$ cat config.mk
export PLATFORM = sky130hd
export DESIGN_NAME = demux_stream_router
export DESIGN_NICKNAME = d
export VERILOG_FILES = /design/src/rtl/demux_pkg.sv /design/src/rtl/demux_chan_fifo.sv /design/src/rtl/demux_stream_router.sv
export SDC_FILE = /design/constraint.sdc
export NUM_CORES = 1
export LEC_CHECK = 0
export ABC_AREA = 1
export CORE_ASPECT_RATIO = 1.1
export CORE_MARGIN = 2
export CORE_UTILIZATION = 28
export CTS_CLUSTER_SIZE = 16
export DETAILED_ROUTE_END_ITERATION = 7
export DONT_BUFFER_PORTS = 1
export GPL_TIMING_DRIVEN = 1
export SLEW_MARGIN = 20
export SYNTH_ARGS = -nofsm -noshare
export SYNTH_HDL_FRONTEND = slang
export SYNTH_SLANG_ARGS = --single-unit
$ cat constraint.sdc
create_clock -name clk -period 4.41 [get_ports clk]
set_input_delay 0.882 -clock clk [delete_from_list [all_inputs] [get_ports clk]]
set_output_delay 0.882 -clock clk [all_outputs]
set_load 0.1 [all_outputs]
$ cat src/rtl/demux_pkg.sv
// Shared definitions for the 1:4 stream demultiplexer: channel count, select type
// and select-to-mask decode.
package demux_pkg;

    localparam int unsigned NUM_CH = 4;
    localparam int unsigned SEL_W  = 2;

    typedef logic [SEL_W-1:0] ch_sel_t;

    // One-hot channel mask: 00->ch0, 01->ch1, 10->ch2, 11->ch3.
    function automatic logic [NUM_CH-1:0] ch_onehot(input ch_sel_t sel);
        return NUM_CH'(1) << sel;
    endfunction

endpackage

$ cat src/rtl/demux_chan_fifo.sv
// Per-channel FIFO with wrap-bit pointers. The head entry is presented directly
// from storage, so there is no path from push data to the head output.
module demux_chan_fifo #(
    parameter int unsigned DATA_W = 8,
    parameter int unsigned DEPTH  = 2
) (
    input  logic              clk,
    input  logic              rst_n,
    input  logic              push,
    input  logic [DATA_W-1:0] push_data,
    output logic              full,
    input  logic              pop,
    output logic              empty,
    output logic [DATA_W-1:0] head_data
);

    localparam int unsigned AW = (DEPTH > 1) ? $clog2(DEPTH) : 1;
    localparam int unsigned PW = AW + 1;

    generate
        if ((DEPTH < 2) || ((DEPTH & (DEPTH - 1)) != 0)) begin : g_bad_depth
            $error("demux_chan_fifo: DEPTH must be a power of two, at least 2");
        end
    endgenerate

    logic [PW-1:0]     wr_ptr;
    logic [PW-1:0]     rd_ptr;
    logic [DATA_W-1:0] mem [DEPTH];
    logic              push_en;
    logic              pop_en;

    // Same address with differing wrap bits means every slot is occupied.
    assign full  = (wr_ptr[AW-1:0] == rd_ptr[AW-1:0]) && (wr_ptr[AW] != rd_ptr[AW]);
    assign empty = (wr_ptr == rd_ptr);

    assign push_en = push && !full;
    assign pop_en  = pop && !empty;

    always_ff @(posedge clk or negedge rst_n) begin
        if (!rst_n) begin
            wr_ptr <= '0;
            for (int i = 0; i < int'(DEPTH); i++) begin
                mem[i] <= '0;
            end
        end else if (push_en) begin
            mem[wr_ptr[AW-1:0]] <= push_data;
            wr_ptr              <= wr_ptr + PW'(1);
        end
    end

    always_ff @(posedge clk or negedge rst_n) begin
        if (!rst_n) begin
            rd_ptr <= '0;
        end else if (pop_en) begin
            rd_ptr <= rd_ptr + PW'(1);
        end
    end

    assign head_data = mem[rd_ptr[AW-1:0]];

endmodule

$ cat src/rtl/demux_stream_router.sv
// Registered 1:4 stream demultiplexer: routes each accepted beat into the FIFO of
// the channel named by in_sel and keeps a saturating accepted-beat count per channel.
module demux_stream_router
    import demux_pkg::*;
#(
    parameter int unsigned DATA_W = 8,
    parameter int unsigned DEPTH  = 2,
    parameter int unsigned CNT_W  = 16
) (
    input  logic                       clk,
    input  logic                       rst_n,
    input  logic                       in_valid,
    output logic                       in_ready,
    input  logic [DATA_W-1:0]          in_data,
    input  logic [SEL_W-1:0]           in_sel,
    output logic [NUM_CH-1:0]          out_valid,
    input  logic [NUM_CH-1:0]          out_ready,
    output logic [NUM_CH*DATA_W-1:0]   out_data,
    output logic [NUM_CH*CNT_W-1:0]    beat_cnt,
    input  logic                       cnt_clr
);

    logic [NUM_CH-1:0] ch_full;
    logic [NUM_CH-1:0] ch_empty;
    logic [NUM_CH-1:0] push_vec;
    logic [NUM_CH-1:0] pop_vec;
    logic [DATA_W-1:0] ch_head [NUM_CH];
    logic [CNT_W-1:0]  cnt_q   [NUM_CH];
    logic              accept;

    // Head-of-line blocking: only the selected channel's fullness gates the input.
    assign in_ready = ~ch_full[in_sel];
    assign accept   = in_valid && in_ready;
    assign push_vec = accept ? ch_onehot(ch_sel_t'(in_sel)) : '0;
    assign pop_vec  = ~ch_empty & out_ready;

    assign out_valid = ~ch_empty;

    generate
        for (genvar n = 0; n < int'(NUM_CH); n++) begin : g_ch
            demux_chan_fifo #(
                .DATA_W (DATA_W),
                .DEPTH  (DEPTH)
            ) u_fifo (
                .clk       (clk),
                .rst_n     (rst_n),
                .push      (push_vec[n]),
                .push_data (in_data),
                .full      (ch_full[n]),
                .pop       (pop_vec[n]),
                .empty     (ch_empty[n]),
                .head_data (ch_head[n])
            );

            // Clear wins over a same-cycle accept; the count sticks at all-ones.
            always_ff @(posedge clk or negedge rst_n) begin
                if (!rst_n) begin
                    cnt_q[n] <= '0;
                end else if (cnt_clr) begin
                    cnt_q[n] <= '0;
                end else if (push_vec[n] && (cnt_q[n] != '1)) begin
                    cnt_q[n] <= cnt_q[n] + CNT_W'(1);
                end
            end

            assign out_data[n*DATA_W +: DATA_W] = ch_head[n];
            assign beat_cnt[n*CNT_W +: CNT_W]   = cnt_q[n];
        end
    endgenerate

endmodule

==> impl_metrics.env <==
export IMPL_synth_largest_area_cell="dfrtp_1"
export IMPL_globalplace_congestion=0.8312
export IMPL_viasPerCell=4.785
export IMPL_area_growth_pct=17.81
export IMPL_final_setup_tns_ns=0
export IMPL_post_drt_wl_per_cell_um=14.81
export IMPL_r2r_end="g_ch[3].u_fifo.mem[14]"
export IMPL_synth_commonest_cells="nand2_1 (387), dfrtp_1 (144), nor2_1 (103), nand4_1 (90), inv_1 (81)"
export IMPL_port_buffers=0
export IMPL_drc=0
export IMPL_post_cts_setup_buffers=0
export IMPL_grt_pass1_vias=6777
export IMPL_cts_resized=0
export IMPL_critPathMaxStageDelay_ns=0.84
export IMPL_layout_nets=1127
export IMPL_holdCritPathClass="input port to asynchronous set/reset pin"
export IMPL_crit_path_end_kind="output port"
export IMPL_drt_iter0_drc=598
export IMPL_hold_violations=0
export IMPL_place_inst=1449
export IMPL_reg2reg_depth=11
export IMPL_antennaDiodeCount=0
export IMPL_synth_area_top_cells="dfrtp_1 (46%), nand2_1 (19%), nand4_1 (7.2%), nor2_1 (5.0%), nand3_1 (4.9%)"
export IMPL_postSynthCellCount=1061
export IMPL_initial_core_util_pct=28.23
export IMPL_path_class="flop to output port"
export IMPL_power_density_nw_per_um2=691.0
export IMPL_fin_crit_ns=3.280
export IMPL_reg2reg_from="g_ch[0].u_fifo.rd_ptr[0]"
export IMPL_ir_drop_mv=0.5988
export IMPL_ant_nets=0
export IMPL_vias=7086
export IMPL_syn_nets=1083
export IMPL_tightest_slew_ns=1.165
export IMPL_ys_flop_type="dfrtp_1"
export IMPL_hpwl_um=15260
export IMPL_ios=119
export IMPL_path_buf_inv=2
export IMPL_clkTransAtPathRegs_ns=0.07
export IMPL_clock_sinks=144
export IMPL_drive_above_1_share_pct=10.82
export IMPL_cts_tree="built"
export IMPL_worst_path_most_repeated_cell="nand2_1"
export IMPL_die_w_um=163.1
export IMPL_htreeDepth=4
export IMPL_root_buffer="clkbuf_16"
export IMPL_die_h_um=179.0
export IMPL_antenna_found_initial=0
export IMPL_yosysSeqAreaShare_pct=46.21
export IMPL_netlist_area_um2=7799
export IMPL_required_ns=3.53
export IMPL_skew_ns=0.01209
export IMPL_synth_avg_cell_area_um2=7.350
export IMPL_drv_slew=0
export IMPL_r2r_slack_ns=1.53
export IMPL_netlist_area_leader_share_pct=46.21
export IMPL_critical_path_slowest_cell="dfrtp_1"
export IMPL_yosys_cell_types_count=28
export IMPL_ys_ff_latch=144
export IMPL_max_cap_violations=0
export IMPL_clock_latency_ns=0.43
export IMPL_rsz0062_at_grt="no"
export IMPL_cts_buffers=17
export IMPL_clock_fmax_ghz=0.3048
export IMPL_grt_total_usage_pct=15.50
export IMPL_synth_edf_count=0
export IMPL_yosys_cell_count_top_type="nand2_1"
export IMPL_setup_violations=0
export IMPL_relSlewSlack_pct=22.11
export IMPL_fp_coreArea_um2=27630
export IMPL_crit_path_max_fanout=19
export IMPL_wl_um=21930
export IMPL_critical_path_top_delay_family="simple AND/OR/NAND/NOR gates"
export IMPL_grt_overflow=0
export IMPL_n_fill_cell=2949
export IMPL_rows=64
export IMPL_status="completed"
export IMPL_first_pass_iters=7
export IMPL_p_leak_nw=4.656
export IMPL_grt_first_pass_wirelength_um=35660
export IMPL_critPathArrivalTime_ns=2.40
export IMPL_fin_cells=1481
export IMPL_grt_max_degree=145
export IMPL_period_share_pct=74.39
export IMPL_clockBufferDepth=2
export IMPL_die_area_um2=29210
export IMPL_synthArstFlopShare_pct=100.0
export IMPL_ctsHoldBuffers=0
export IMPL_yosys_warnings=0
export IMPL_crit_chain="inv_1 > nand2_1 > nand2_1 > nand2_1 > nand2_1 > nand2_1 > inv_1 > nand2_2"
export IMPL_crit_path_start_kind="flop"
[layout by cell type, fill, tap and decap left out, types with 2 or more instances in the layout]
cell type,count
inv_2,6
clkinvlp_4,2
nor3_1,8
inv_1,80
clkinv_4,3
inv_6,3
xor2_1,40
nand3_1,76
a31oi_1,2
nor2_2,2
clkbuf_16,17
inv_8,4
o21ai_0,32
nand4_1,90
ha_1,4
a21oi_1,20
xnor2_1,3
nand3_2,3
buf_4,66
nand2_1,387
o21bai_1,4
nor2_4,2
dfrtp_1,144
o21ai_2,8
nor2_1,103
[registers in the layout, summed over array words and instances, names as in the netlist]
name / count
g_ch.u_fifo.wr_ptr: 8
beat_cnt: 64
g_ch.u_fifo.rd_ptr: 8
g_ch.u_fifo.mem: 64
[area by class of cell]
cell class,instances,area [um2],share of cell area [%]
well taps,363,454.2,4.943
clock inverters,14,147.6,1.607
repair buffers,66,495.5,5.393
inverters,87,326.6,3.554
clock buffers,18,439.2,4.780
flip-flops and latches,144,3603,39.22
multi-input cells,789,3721,40.50
[worst max-delay path by stage]
stage                                   from                     to  slack [ns]  cells after the start
finish              g_ch[0].u_fifo.rd_ptr[0]               in_ready        1.13                      8
global route        g_ch[0].u_fifo.rd_ptr[0]               in_ready        0.89                      8
CTS                 g_ch[0].u_fifo.rd_ptr[0]               in_ready        1.08                      8
detailed placement                 in_sel[1]  g_ch[3].u_fifo.mem[8]        1.34                      9
global placement                   in_sel[1]  g_ch[2].u_fifo.mem[7]        1.32                      9
floorplan           g_ch[0].u_fifo.rd_ptr[0]            out_data[6]        0.71                      3
[report_power, final]
part | total [mW] | switching, mW | internal (mW)
Combinational | 2.90 | 2.54 | 0.361
Sequential | 1.98 | 0.298 | 1.68
Clock | 1.47 | 0.655 | 0.814
[layer usage]
metal | vias up | track usage, % | part of all wire [%]
li1 | 3545 | - | -
met1 | 3320 | 19.54 | 44
met2 | 198 | 24.51 | 46
met3 | 23 | 6.061 | 8.5
met4 | 0 | 4.757 | 1.5
met5 | - | 0 | 0
[kinds of logic (layout without fill, tap and decap cells)]
logic type,Yosys count,count (layout),synth area share [%]
AND/OR/NAND/NOR,674,674,37.21
flip-flops,144,144,46.21
buffers and inverters,128,185,6.530
AO/OA/AOI/OAI,68,68,4.589
XOR/XNOR,43,43,4.829
adder cells (fa/ha/maj),4,4,0.6418
[through the flow]
stage               hold slack (ns)  util (%)  cell area, um2  setup slack (ns)  power [mW]
floorplan                    0.4498         -            7799            0.7116       4.551
global placement             0.4642     31.13            8601             1.323       4.884
detailed placement           0.4656     31.13            8601             1.341       4.921
CTS                          0.1113     33.26            9188             1.085       6.416
global route                 0.1057     33.26            9188            0.8863       6.702
finish                       0.1356     33.26            9188             1.130       6.349
[worst reg2reg max path: stages, from the launching register on]
cell and delay, ns:
dfrtp_1 0.84, inv_1 0.14, nand2_1 0.11, nand2_1 0.07, nand2_1 0.10, nand2_1 0.06, nand2_1 0.08, inv_1 0.05
nand2_2 0.51, nand4_1 0.55, nand2_1 0.19, nand2_1 0.07
No activity file was read; power rests on OpenSTA's default activity.
